`src/rtl/fp_mul_pipe.sv`:
```
// Three-stage pipelined floating-point multiplier with a valid/ready stream interface.
// Subnormals flush to zero and rounding is round-to-nearest-even.
module fp_mul_pipe #(
  parameter int EXP_W = 5,
  parameter int MAN_W = 10,
  localparam int W = 1 + EXP_W + MAN_W
) (
  input  logic         clk,
  input  logic         rst_n,
  input  logic         in_valid,
  output logic         in_ready,
  input  logic [W-1:0] a,
  input  logic [W-1:0] b,
  output logic         out_valid,
  input  logic         out_ready,
  output logic [W-1:0] y,
  output logic [3:0]   flags
);

  localparam int EW2  = EXP_W + 2;
  localparam int PW   = 2 * MAN_W + 2;
  localparam int BIAS = (1 << (EXP_W - 1)) - 1;
  localparam int EMAX = (1 << EXP_W) - 1;

  localparam logic [EW2-1:0] BIAS_E = EW2'(BIAS);
  localparam logic [EW2-1:0] EMAX_E = EW2'(EMAX);
  localparam logic [W-1:0]   QNAN   = {1'b0, {EXP_W{1'b1}}, 1'b1, {(MAN_W-1){1'b0}}};

  // Stage handshake: each stage moves when it is empty or its successor moves.
  logic s1_v, s2_v;
  logic s1_rdy, s2_rdy, s3_rdy;

  assign s3_rdy   = !out_valid || out_ready;
  assign s2_rdy   = !s2_v || s3_rdy;
  assign s1_rdy   = !s1_v || s2_rdy;
  assign in_ready = s1_rdy;

  // ---------------- S1: unpack and classify ----------------
  logic             sa, sb;
  logic [EXP_W-1:0] ea, eb;
  logic [MAN_W-1:0] fa, fb;
  logic             a_zero, a_inf, a_nan;
  logic             b_zero, b_inf, b_nan;
  logic             nan_d, inf_d, zero_d;
  logic [EW2-1:0]   exp_d;

  assign sa = a[W-1];
  assign sb = b[W-1];
  assign ea = a[W-2:MAN_W];
  assign eb = b[W-2:MAN_W];
  assign fa = a[MAN_W-1:0];
  assign fb = b[MAN_W-1:0];

  assign a_zero = (ea == '0);
  assign b_zero = (eb == '0);
  assign a_inf  = (ea == '1) && (fa == '0);
  assign b_inf  = (eb == '1) && (fb == '0);
  assign a_nan  = (ea == '1) && (fa != '0);
  assign b_nan  = (eb == '1) && (fb != '0);

  assign nan_d  = a_nan || b_nan || (a_zero && b_inf) || (a_inf && b_zero);
  assign inf_d  = a_inf || b_inf;
  assign zero_d = a_zero || b_zero;
  // Two extra bits keep the biased sum and its negative excursions in range.
  assign exp_d  = {2'b00, ea} + {2'b00, eb} - BIAS_E;

  logic             s1_sign, s1_nan, s1_inf, s1_zero;
  logic [EW2-1:0]   s1_exp;
  logic [MAN_W:0]   s1_ma, s1_mb;

  always_ff @(posedge clk or negedge rst_n) begin
    if (!rst_n) begin
      s1_v    <= 1'b0;
      s1_sign <= 1'b0;
      s1_nan  <= 1'b0;
      s1_inf  <= 1'b0;
      s1_zero <= 1'b0;
      s1_exp  <= '0;
      s1_ma   <= '0;
      s1_mb   <= '0;
    end else if (s1_rdy) begin
      s1_v <= in_valid;
      if (in_valid) begin
        s1_sign <= sa ^ sb;
        s1_nan  <= nan_d;
        s1_inf  <= inf_d;
        s1_zero <= zero_d;
        s1_exp  <= exp_d;
        s1_ma   <= {1'b1, fa};
        s1_mb   <= {1'b1, fb};
      end
    end
  end

  // ---------------- S2: mantissa multiply ----------------
  logic [PW-1:0] prod_d;

  assign prod_d = {{(MAN_W+1){1'b0}}, s1_ma} * {{(MAN_W+1){1'b0}}, s1_mb};

  logic           s2_sign, s2_nan, s2_inf, s2_zero;
  logic [EW2-1:0] s2_exp;
  logic [PW-1:0]  s2_prod;

  always_ff @(posedge clk or negedge rst_n) begin
    if (!rst_n) begin
      s2_v    <= 1'b0;
      s2_sign <= 1'b0;
      s2_nan  <= 1'b0;
      s2_inf  <= 1'b0;
      s2_zero <= 1'b0;
      s2_exp  <= '0;
      s2_prod <= '0;
    end else if (s2_rdy) begin
      s2_v <= s1_v;
      if (s1_v) begin
        s2_sign <= s1_sign;
        s2_nan  <= s1_nan;
        s2_inf  <= s1_inf;
        s2_zero <= s1_zero;
        s2_exp  <= s1_exp;
        s2_prod <= prod_d;
      end
    end
  end

  // ---------------- S3: normalise, round, pack ----------------
  logic             msb;
  logic [PW-2:0]    norm;
  logic [MAN_W-1:0] frac;
  logic             guard, sticky, rnd;
  logic [MAN_W:0]   frac_r;
  logic [EW2-1:0]   exp_f;
  logic [W-1:0]     y_d;
  logic [3:0]       flags_d;

  // The hidden bit is dropped from norm; it is always 1 for non-special operands.
  always_comb begin
    msb    = s2_prod[PW-1];
    norm   = msb ? s2_prod[PW-2:0] : {s2_prod[PW-3:0], 1'b0};
    frac   = norm[PW-2:MAN_W+1];
    guard  = norm[MAN_W];
    sticky = |norm[MAN_W-1:0];
    rnd    = guard && (sticky || frac[0]);
    frac_r = {1'b0, frac} + {{MAN_W{1'b0}}, rnd};
    exp_f  = s2_exp + EW2'(msb) + EW2'(frac_r[MAN_W]);

    y_d     = {s2_sign, exp_f[EXP_W-1:0], frac_r[MAN_W-1:0]};
    flags_d = {3'b000, guard || sticky};

    if (s2_nan) begin
      y_d     = QNAN;
      flags_d = 4'b1000;
    end else if (s2_inf) begin
      y_d     = {s2_sign, {EXP_W{1'b1}}, {MAN_W{1'b0}}};
      flags_d = 4'b0000;
    end else if (s2_zero) begin
      y_d     = {s2_sign, {(W-1){1'b0}}};
      flags_d = 4'b0000;
    end else if ($signed(exp_f) >= $signed(EMAX_E)) begin
      y_d     = {s2_sign, {EXP_W{1'b1}}, {MAN_W{1'b0}}};
      flags_d = 4'b0101;
    end else if (exp_f[EW2-1] || (exp_f == '0)) begin
      y_d     = {s2_sign, {(W-1){1'b0}}};
      flags_d = 4'b0011;
    end
  end

  always_ff @(posedge clk or negedge rst_n) begin
    if (!rst_n) begin
      out_valid <= 1'b0;
      y         <= '0;
      flags     <= 4'b0000;
    end else if (s3_rdy) begin
      out_valid <= s2_v;
      if (s2_v) begin
        y     <= y_d;
        flags <= flags_d;
      end
    end
  end

endmodule
```
`config.mk`:
```
export PLATFORM = sky130hd
export DESIGN_NAME = fp_mul_pipe
export DESIGN_NICKNAME = d
export VERILOG_FILES = /design/src/rtl/fp_mul_pipe.sv
export SDC_FILE = /design/constraint.sdc
export NUM_CORES = 1
export LEC_CHECK = 0
export CAP_MARGIN = 40
export CORE_UTILIZATION = 55
export CTS_BUF_LIST = sky130_fd_sc_hd__clkbuf_8 sky130_fd_sc_hd__clkbuf_16
export DETAILED_ROUTE_END_ITERATION = 7
export PLACE_DENSITY = 0.9
export RECOVER_POWER = 50
export SLEW_MARGIN = 5
export SYNTH_ARGS = -nofsm -noshare
export SYNTH_HDL_FRONTEND = slang
export SYNTH_SLANG_ARGS = --single-unit
```
`constraint.sdc`:
```
create_clock -name clk -period 5.4 [get_ports clk]
set_clock_uncertainty 0.05 [all_clocks]
set_input_delay 0.81 -clock clk [delete_from_list [all_inputs] [get_ports clk]]
set_output_delay 0.81 -clock clk [all_outputs]
set_load 0.03 [all_outputs]
```
=== After elaboration in Yosys (flattened, before gate mapping) ===
Index checks and enable logic that the tools add are counted.

* Bits in registers: 89
* Input port bits: 36
* Output and inout bits: 22
* Logic and storage cells: 71

* Add/subtract/negate cells: 5
* Multiply operators: 1
* Order comparisons: 1
* Equality and inequality tests: 2
* Multiplexer cells: 11
* Bitwise logic cells: 1
* Reductions and logical operators: 32

{| class="wikitable"
|+ Operators with widths
! cell !! number
|-
| $mux W15 || 4
|-
| $mul A11 B11 Y22 || 1
|-
| $mux W21 || 1
|-
| $logic_not A10 Y1 || 2
|-
| $reduce_bool A10 Y1 || 2
|-
| $mux W16 || 1
|-
| $add A7 B1 Y7 || 2
|-
| $add A10 B1 Y11 || 1
|-
| $logic_or A1 B1 Y1 || 11
|-
| $eq A5 B5 Y1 const B || 2
|-
| $logic_not A5 Y1 || 2
|-
| $reduce_or A10 Y1 || 1
|-
| $mux W3 || 3
|-
| $ge A7 B6 Y1 const B || 1
|-
| $logic_and A1 B1 Y1 || 7
|-
| $logic_not A7 Y1 || 1
|-
| $sub A6 B4 Y7 const B || 1
|-
| $add A5 B5 Y6 || 1
|-
| $reduce_and A2 Y1 || 3
|-
| $mux W4 || 1
|-
| $logic_not A1 Y1 || 3
|-
| $mux W2 || 1
|-
| $xor A1 B1 Y1 || 1
|}

=== Depth between registers and ports, before layout ===
Gate-level depths: netlist (run 1).

* Word-level depth: 13
* Gate-level depth with buffers: 19
* Gate-level depth less buffers: 18

=== Worst setup path after synthesis (run 1) ===
OpenSTA, ideal clock, no wires.

* Kind: register to register
* From: register s1_ma[10]
* To: register s2_prod[18]
* Library setup time: 0.120 ns
* Arrival time: 4.837 ns
* Required time: 5.230 ns
* Path slack: 0.393 ns
* Cell stages (with the launch flop): 18
* Buffers on the path: 1
* Clock period less this slack: 5.007 ns
* Path through: dfrtp_1 > clkbuf_1 > nand2_1 > fa_1 > inv_1 > fa_1 > fa_1 > fa_1 > inv_1 > fa_1 > inv_1 > ha_1 > nand2_1 > o21ai_1 > a211oi_1 > or3_1 > a31o_2 > a31o_2

* Longest elaborated chain between the ends: 1

{| class="wikitable"
|+ Ends and longest elaborated chain
! item !! RTL line !! RTL
|-
| from (decl) || 69 || <nowiki>logic [MAN_W:0] s1_ma, s1_mb;</nowiki>
|-
| from (signal assigned) || 89 || <nowiki>s1_ma <= {1'b1, fa};</nowiki>
|-
| $mul A11 B11 Y22 || 98 || <nowiki>assign prod_d = {{(MAN_W+1){1'b0}}, s1_ma} * {{(MAN_W+1){1'b0}}, s1_mb};</nowiki>
|-
| to (signal assigned) || 121 || <nowiki>s2_prod <= prod_d;</nowiki>
|-
| to (decl) || 102 || <nowiki>logic [PW-1:0] s2_prod;</nowiki>
|}

No other way between the ends.
A chain may end at the register's enable or synchronous reset.

=== Worst setup path after layout (run 1) ===
* From: register s1_mb[3]
* To: register s2_prod[18]

* Longest elaborated chain between the ends: 1

{| class="wikitable"
|+ Ends and longest elaborated chain
! item !! RTL line !! RTL
|-
| from (decl) || 69 ||
|-
| from (signal assigned) || 90 || <nowiki>s1_mb <= {1'b1, fb};</nowiki>
|-
| $mul A11 B11 Y22 || 98 ||
|}

No other way between the ends.

==> impl_metrics.json, run 1 <==
{
  "ys_ff_latch": 88,
  "portBuffers": 57,
  "die_width_um": 125,
  "hpwl_um": 14000,
  "grt_max_degree": 62,
  "worst_ep_arrival_time_ns": 5.36,
  "synth.distinct_cells": 52,
  "worst_pin_slew_ns": 1.59,
  "routed_wirelength_um": 17900,
  "grt_pass1_wl_um": 30100,
  "cts_tree": "done",
  "drive_above_1_share_pct": 6.65,
  "outcome": "complete, but fails checks",
  "synth_edf_count": 0,
  "multi_input_area_um2": 5630,
  "clock.fmax_ghz": 0.194,
  "violations": "max-capacitance violations, max-slew violations",
  "drv_slew": 29,
  "cap_violations": 1,
  "cts-root-buf": "clkbuf_16",
  "hold_viol_final": 0,
  "yosysWarnings": 0,
  "drtIter0Drc": 482,
  "synth_nets": 1099,
  "initial_utilization_pct": 57.0,
  "io_pins": 58,
  "num_vias": 6454,
  "cts_buffers": 9,
  "track_usage_pct": 24.0,
  "rr_worst_depth": 16,
  "antenna_found_initial": 0,
  "hp-class": "register to register",
  "worst_slack_ns": 0.235,
  "placed_area_um2": 9080,
  "crit_start": "s1_mb[3]",
  "cts.sinks": 88,
  "antenna_left": 0,
  "hold_depth": 2,
  "place_ws_ns": 0.233,
  "die_h_um": 125,
  "layout.nets": 1132,
  "place_congestion": 0.901,
  "synthCells": 910,
  "core_area_um2": 14700,
  "rr_startpoint": "s1_mb[3]",
  "crit_top_cell": "fa_1",
  "die_area_um2": 15700,
  "critical_path_class": "register to register",
  "drc": 0,
  "first_global_vias": 6429,
  "worst_hold_slack_ns": 0.423,
  "htree_num_levels": 3,
  "fin_area_um2": 9380,
  "syn_area_per_cell_um2": 9.21,
  "insertion_delay_ns": 0.36,
  "vias_per_cell": 5.70,
  "first_pass_iters": 7,
  "async_flop_share_pct": 100,
  "critPathLaunchType": "register",
  "wire_per_inst_um": 15.8,
  "synth_seq_area_share_pct": 26.3,
  "min_period_ns": 5.16,
  "finalCritPeriodShare_pct": 95.6,
  "diodes": 0,
  "min-delay-start": "s1_exp[5]",
  "syn2layout_area_growth_pct": 11.9,
  "worstPathCellList": "nand2_1, fa_1, inv_1, fa_1, fa_1, fa_1, inv_1, fa_1, inv_1, ha_1, nand2_1, o21ai_1, a211oi_1, or3_1, a31o_2, a31o_2",
  "endpoint_kind": "register",
  "cts_buffer_depth": 2,
  "cp_slowest_cell": "dfrtp_1",
  "critPathMaxFanout": 12,
  "grt-ovfl-total": 0,
  "fillers": 1098,
  "required_ns": 5.60,
  "slew_headroom_pct": -5.86,
  "synth_flop_cell": "dfrtp_1",
  "setup_viol": 0,
  "final-seq-area_um2": 2210,
  "setup_total_negative_slack_ns": 0,
  "syn_area_um2": 8380,
  "clk_pin_slew_ns": 0.07,
  "rows": 44,
  "hold_buffers": 0,
  "rsz0062_at_grt": "no",
  "max_stage_delay_ns": 0.57
}
-- layout make-up --
class / count / area share (%)
repair buffers: 65 / 6.71
multi-input cells: 676 / 60.0
flip-flops and latches: 88 / 23.5
clock buffers: 9 / 2.40
clock inverters: 7 / 0.747
well taps: 184 / 2.45
inverters: 103 / 4.12
-- metrics by stage --
stage / cells / util (%)
after floorplan: 910 / -
after global placement: 1115 / 61.7
after detailed placement: 1116 / 61.8
after CTS: 1132 / 63.8
after global routing: 1132 / 63.8
final: 1132 / 63.8
-- synth_stat cells (3+ instances only) --
library cell	count	area share, %
nand2_1	146	6.5
inv_1	103	4.6
dfrtp_1	88	26
fa_1	82	20
and2_1	77	5.7
ha_1	71	11
clkbuf_1	36	1.6
nor2_1	36	1.6
o21ai_0	31	1.9
a21oi_1	29	1.7
mux2_2	25	3.4
nand3_1	18	1.1
xor2_1	17	1.8
xnor2_1	14	1.5
nand2b_1	13	0.97
mux2i_1	10	1.2
a22o_1	9	0.94
nor3_1	9	0.54
and3_1	7	0.52
nand4_1	7	0.52
nor4_1	7	0.52
a21o_1	6	0.54
o21a_1	6	0.54
buf_1	5	0.22
or4_1	5	0.45
a211oi_1	4	0.36
nor2b_1	4	0.30
o21ai_1	4	0.24
or3_1	4	0.30
a31o_2	3	0.31
nand3b_1	3	0.27
o211ai_1	3	0.27
o22a_1	3	0.31
-- logic make-up after synthesis --
logic type                 count (synthesis)  share of synthesized area [%]
muxes                                     35                           4.55
DFF                                       88                           26.3
adders and majority gates                153                           30.2
xor gates and xnor gates                  31                           3.24
buffers and inverters                    146                           6.57
and+or+nand+nor                          342                           20.2
AOI/OAI and AO/OA                        115                           8.96
-- placed cells by master (no fill, tap or decap), types with 3 or more instances in the layout --
cell / instances
nand2b_1: 13
o21a_1: 6
nand3b_1: 3
buf_4: 6
nor2_1: 36
and2_1: 77
nor4_1: 7
a21oi_1: 29
mux2i_1: 10
ha_1: 71
clkbuf_16: 9
mux2_2: 25
and3_1: 7
clkdlybuf4s50_1: 55
a21o_1: 6
xor2_1: 17
a31o_2: 3
nor2b_1: 4
o22a_1: 3
nand3_1: 18
a211oi_1: 4
fa_1: 82
dfrtp_1: 84
inv_1: 104
or4_1: 5
nor3_1: 9
nand4_1: 7
nand2_1: 146
o21ai_1: 3
xnor2_1: 14
a22o_1: 9
o21ai_0: 31
o211ai_1: 3
or3_1: 4
dfrtp_2: 4
-- path summary, 6_finish.rpt --
check                                   end  slack [ns]
worst min register to register    s2_exp[5]        0.42
worst max register to register  s2_prod[18]        0.24
worst min-delay path              s2_exp[5]        0.42
max in group asynchronous        s2_prod[3]        2.33
worst max-delay path            s2_prod[18]        0.24
min in group asynchronous         s1_exp[1]        0.78
-- critical path: cells and delay by family (launching register included) --
| family | cells | cell delay (ns) |
|---|---|---|
| adder cells (fa/ha/maj) | 6 | 2.98 |
| AO/OA/AOI/OAI | 4 | 0.71 |
| AND/OR/NAND/NOR | 3 | 0.59 |
| flip-flops | 1 | 0.57 |
| buffers and inverters | 3 | 0.15 |
-- routing by layer --
layer | global-route usage, % | part of all wire (%) | vias up
li1 | - | - | 3040
met1 | 30.6 | 43 | 3216
met2 | 41.0 | 50 | 168
met3 | 4.62 | 4.9 | 30
met4 | 8.25 | 2.3 | 0
met5 | 0 | 0 | -
-- repair_timing --
item / in CTS / in global routing
gates resized for setup: 0 / 5
setup buffers: 0 / 0
setup endpoints to repair: 0 / 3
-- flip-flops by register name, summed over array words and instances, names as in the netlist, 4 cells and up --
register  count
flags         4
s2_prod      22
s1_mb        10
s1_ma        11
s2_exp        7
s1_exp        7
y            16
Power of run 1 is not shown: default switching activity piles up to over one toggle a cycle in this logic, so the estimate is an artifact.
==> run 2: changes to the inputs <==
--- a/config.mk
+++ b/config.mk
@@ -9,8 +9,8 @@
 export CORE_UTILIZATION = 55
 export CTS_BUF_LIST = sky130_fd_sc_hd__clkbuf_8 sky130_fd_sc_hd__clkbuf_16
 export DETAILED_ROUTE_END_ITERATION = 7
+export GPL_TIMING_DRIVEN = 0
 export PLACE_DENSITY = 0.9
-export RECOVER_POWER = 50
 export SLEW_MARGIN = 5
 export SYNTH_ARGS = -nofsm -noshare
 export SYNTH_HDL_FRONTEND = slang
==> impl_metrics.json, run 2 (synthesized netlist as in run 1, its figures left out) <==
{
  "critPathLaunchType": "register",
  "wire_per_inst_um": 16.8,
  "outcome": "complete, but fails checks",
  "worst_ep_arrival_time_ns": 5.46,
  "drc": 2,
  "syn2layout_area_growth_pct": 13.9,
  "finalCritPeriodShare_pct": 97.4,
  "critical_path_class": "register to register",
  "htree_num_levels": 3,
  "hp-class": "input port to async pin",
  "endpoint_kind": "register",
  "diodes": 0,
  "clock.fmax_ghz": 0.190,
  "final_common_cell": "nand2_1",
  "initial_utilization_pct": 57.0,
  "worst_pin_slew_ns": 0.719,
  "cts_buffer_depth": 2,
  "cp_slowest_cell": "fa_1",
  "cts_buffers": 9,
  "largest_reg_flops": 22,
  "grt_pass1_wl_um": 33100,
  "vias_per_cell": 5.86,
  "first_global_vias": 7046,
  "post-cts-setup-buffers": 0,
  "clk_pin_slew_ns": 0.06,
  "violations": "design-rule violations",
  "min_period_ns": 5.26,
  "routed_wirelength_um": 19500,
  "cap_violations": 0,
  "worstPathCellList": "clkbuf_2, and2_1, fa_1, fa_1, fa_1, fa_1, inv_1, fa_1, inv_1, ha_2, nand2_1, o21ai_1, a211oi_1, or3_1, a31o_2, a31o_2",
  "final_cell_mix": "nand2_1 (146), inv_1 (104), fa_1 (82)",
  "grt-ovfl-total": 0,
  "utilization_pct": 64.9,
  "crit_family": "adder cells",
  "drive_above_1_share_pct": 7.81,
  "die_h_um": 125,
  "cts.sinks": 88,
  "slew_headroom_pct": 51.4,
  "insertion_delay_ns": 0.36,
  "place_congestion": 0.884,
  "track_usage_pct": 26.5,
  "rr_worst_depth": 16,
  "final-seq-area_um2": 2210,
  "multi_input_area_um2": 5650,
  "top_register": "s2_prod",
  "crit_top_cell": "fa_1",
  "cts-root-buf": "clkbuf_16",
  "hpwl_um": 15000,
  "cts_tree": "done",
  "antenna_left": 0,
  "grt_max_degree": 60,
  "fillers": 1061,
  "setup_viol": 0,
  "num_vias": 6778,
  "die_width_um": 125,
  "drtIter0Drc": 553,
  "crit_buf_inv": 3,
  "drv_slew": 0,
  "hold_viol_final": 0,
  "die_area_um2": 15700,
  "portBuffers": 57,
  "cp_num_cells": 16,
  "core_area_um2": 14700,
  "io_pins": 58,
  "critPathMaxFanout": 10,
  "reg_top3": "s2_prod (22), y (16), s1_ma (11)",
  "required_ns": 5.60,
  "hold_buffers": 0,
  "first_pass_iters": 8,
  "max_stage_delay_ns": 0.58,
  "rows": 44,
  "layout.nets": 1158,
  "antenna_found_initial": 0,
  "rsz0062_at_grt": "yes"
}
run 2: worst reg2reg max path, cell delays in order (launching register included):
cell	delay (ns)
dfrtp_1	0.39
clkbuf_2	0.22
and2_1	0.21
fa_1	0.51
fa_1	0.58
fa_1	0.46
fa_1	0.55
inv_1	0.05
fa_1	0.53
inv_1	0.05
ha_2	0.36
nand2_1	0.11
o21ai_1	0.17
a211oi_1	0.09
or3_1	0.35
a31o_2	0.25
a31o_2	0.24
run 2: timing repair:
action                                  in CTS  in global routing
cloned                                       0                  0
resized for setup                            6                 38
endpoints found under the setup margin       6                 11
run 2: area by class of cell:
type	instances	area share (%)
clock inverters	6	0.905
clock buffers	9	2.36
well taps	184	2.41
plain buffers	33	1.61
flip-flops and latches	88	23.2
multi-input cells	676	59.2
repair buffers	58	6.24
inverters	103	4.05
run 2: path summary, 6_finish.rpt:
path	startpoint	endpoint	slack, ns
worst max register to register	s1_mb[5]	s2_prod[18]	0.14
max in group asynchronous	rst_n	s1_mb[2]	4.33
min in group clk	y[15]	y[15]	0.42
worst min register to register	y[15]	y[15]	0.42
worst max-delay path	s1_mb[5]	s2_prod[18]	0.14
worst min-delay path	rst_n	s1_sign	0.32
run 2: through the flow:
stage          instance area (um2)  setup WS, ns  hold WS [ns]   TNS, ns  std cells
2_1_floorplan                 8380         0.393         0.383         0        910
3_3_place_gp                  9180       -0.0428         0.401   -0.0428       1151
3_5_place_dp                  9210        -0.145         0.409    -0.489       1152
4_1_cts                       9500       0.00542         0.339         0       1160
5_1_grt                       9540      -0.00510         0.360  -0.00510       1157
6_report                      9540         0.142         0.324         0       1157
run 2: per-layer routing:
metal | track usage, % | vias up | routed length [um]
li1 | - | 3096 | -
met1 | 32.7 | 3305 | 7730
met2 | 45.7 | 307 | 9800
met3 | 3.77 | 70 | 1250
met4 | 13.3 | 0 | 700
met5 | 0 | - | 0
Power of run 2 is left out for the same reason.
==> run 3: changes to the inputs <==
--- a/config.mk
+++ b/config.mk
@@ -6,6 +6,7 @@
 export NUM_CORES = 1
 export LEC_CHECK = 0
 export CAP_MARGIN = 40
+export CORE_ASPECT_RATIO = 0.6
 export CORE_UTILIZATION = 55
 export CTS_BUF_LIST = sky130_fd_sc_hd__clkbuf_8 sky130_fd_sc_hd__clkbuf_16
 export DETAILED_ROUTE_END_ITERATION = 7
==> impl_metrics.json, run 3 (synthesized netlist as in run 1, its figures left out) <==
{
  "outcome": "finished clean",
  "cts_buffer_depth": 2,
  "die_area_um2": 15800,
  "endpoint_kind": "register",
  "syn2layout_area_growth_pct": 13.9,
  "rows": 34,
  "final_cell_mix": "nand2_1 (146), inv_1 (103), fa_1 (82)",
  "final_common_cell": "nand2_1",
  "setup_viol": 0,
  "hpwl_um": 16000,
  "drv_slew": 0,
  "placed_area_um2": 9230,
  "first_pass_iters": 5,
  "grt_max_degree": 66,
  "worst_pin_slew_ns": 0.783,
  "vias_per_cell": 5.68,
  "worst_ep_arrival_time_ns": 5.45,
  "io_pins": 58,
  "place_congestion": 0.879,
  "min_period_ns": 5.26,
  "layout.nets": 1157,
  "drive_above_1_share_pct": 8.22,
  "required_ns": 5.59,
  "cts_tree": "done",
  "r2r_end": "s2_prod[18]",
  "final-seq-area_um2": 2210,
  "portBuffers": 57,
  "rr_worst_depth": 16,
  "grt-ovfl-total": 0,
  "die_width_um": 161,
  "diodes": 0,
  "critPathCapture": "s2_prod[18]",
  "reg2reg_setup_slack_ns": 0.14,
  "slew_headroom_pct": 46.5,
  "worst_slack_ns": 0.138,
  "track_usage_pct": 27.0,
  "critical_path_class": "register to register",
  "crit_start": "s1_ma[6]",
  "fillers": 1150,
  "rr_startpoint": "s1_ma[6]",
  "antenna_found_initial": 0,
  "cts-root-buf": "clkbuf_16",
  "first_global_vias": 6904,
  "finalCritPeriodShare_pct": 97.4,
  "cap_violations": 0,
  "drtIter0Drc": 529,
  "place_ws_ns": -0.0981,
  "post-cts-setup-buffers": 0,
  "largest_reg_flops": 22,
  "grt_pass1_wl_um": 33600,
  "antenna_left": 0,
  "insertion_delay_ns": 0.35,
  "hp-class": "input port to async pin",
  "cts.sinks": 88,
  "clk_pin_slew_ns": 0.08,
  "cts_buffers": 9,
  "initial_utilization_pct": 57.1,
  "hold_viol_final": 0,
  "num_vias": 6657,
  "routed_wirelength_um": 19900,
  "critPathLaunchType": "register",
  "clock.fmax_ghz": 0.190,
  "critPathMaxFanout": 10,
  "drc": 0,
  "die_h_um": 97.6,
  "wire_per_inst_um": 17.0,
  "multi_input_area_um2": 5650,
  "fin_area_um2": 9550,
  "reg_top3": "s2_prod (22), y (16), s1_ma (11)",
  "htree_num_levels": 3,
  "core_area_um2": 14700,
  "top_register": "s2_prod"
}
run 3: how the worst min path moves through the flow:
stage / start / to / slack (ns) / depth (start not counted)
2_1_floorplan: s1_exp[1] / s2_exp[1] / 0.38 / 2
3_3_place_gp: s1_exp[4] / s2_exp[4] / 0.40 / 2
3_5_place_dp: s1_exp[2] / s2_exp[2] / 0.41 / 2
4_1_cts: rst_n / s1_mb[3] / 0.33 / 1
5_1_grt: rst_n / s1_mb[3] / 0.35 / 1
6_report: rst_n / s1_mb[3] / 0.32 / 1
run 3: per-layer routing:
metal | vias up | wire length, um | global-route usage, %
met5 | - | 0 | 0
met4 | 0 | 316 | 6.68
met3 | 31 | 1550 | 6.23
met2 | 247 | 8990 | 41.4
met1 | 3299 | 9060 | 38.6
li1 | 3080 | - | -
run 3: critical path, stage by stage (launching register included):
cell      delay [ns]
dfrtp_1         0.41
clkbuf_4        0.21
and2_1          0.20
fa_1            0.48
fa_1            0.57
fa_1            0.44
fa_1            0.55
inv_1           0.06
fa_1            0.52
inv_1           0.04
ha_2            0.37
nand2_1         0.11
o21ai_2         0.16
a211oi_1        0.09
or3_1           0.37
a31o_2          0.27
a31o_2          0.23
run 3: through the flow:
step / util, % / hold slack (ns) / TNS, ns / instances
finish: 65.1 / 0.318 / 0 / 1171
global route: 65.1 / 0.346 / -0.0215 / 1171
CTS: 64.7 / 0.329 / 0 / 1171
detailed placement: 62.9 / 0.406 / -0.190 / 1166
global placement: 62.7 / 0.399 / -0.0364 / 1165
floorplan: - / 0.383 / 0 / 910
run 3: what timing repair did:
action / CTS / global route
hold buffers: 0 / 0
gates resized for setup: 8 / 34
endpoints found under the setup margin: 5 / 8
pin swaps: 0 / 0
run 3: cell type report:
type / count / share of cell area [%]
flip-flops and latches: 88 / 23.2
clock inverters: 7 / 0.786
clock buffers: 9 / 2.36
multi-input cells: 676 / 59.2
repair buffers: 58 / 6.24
inverters: 103 / 4.05
plain buffers: 32 / 1.60
well taps: 198 / 2.59
Power of run 3 is left out for the same reason.
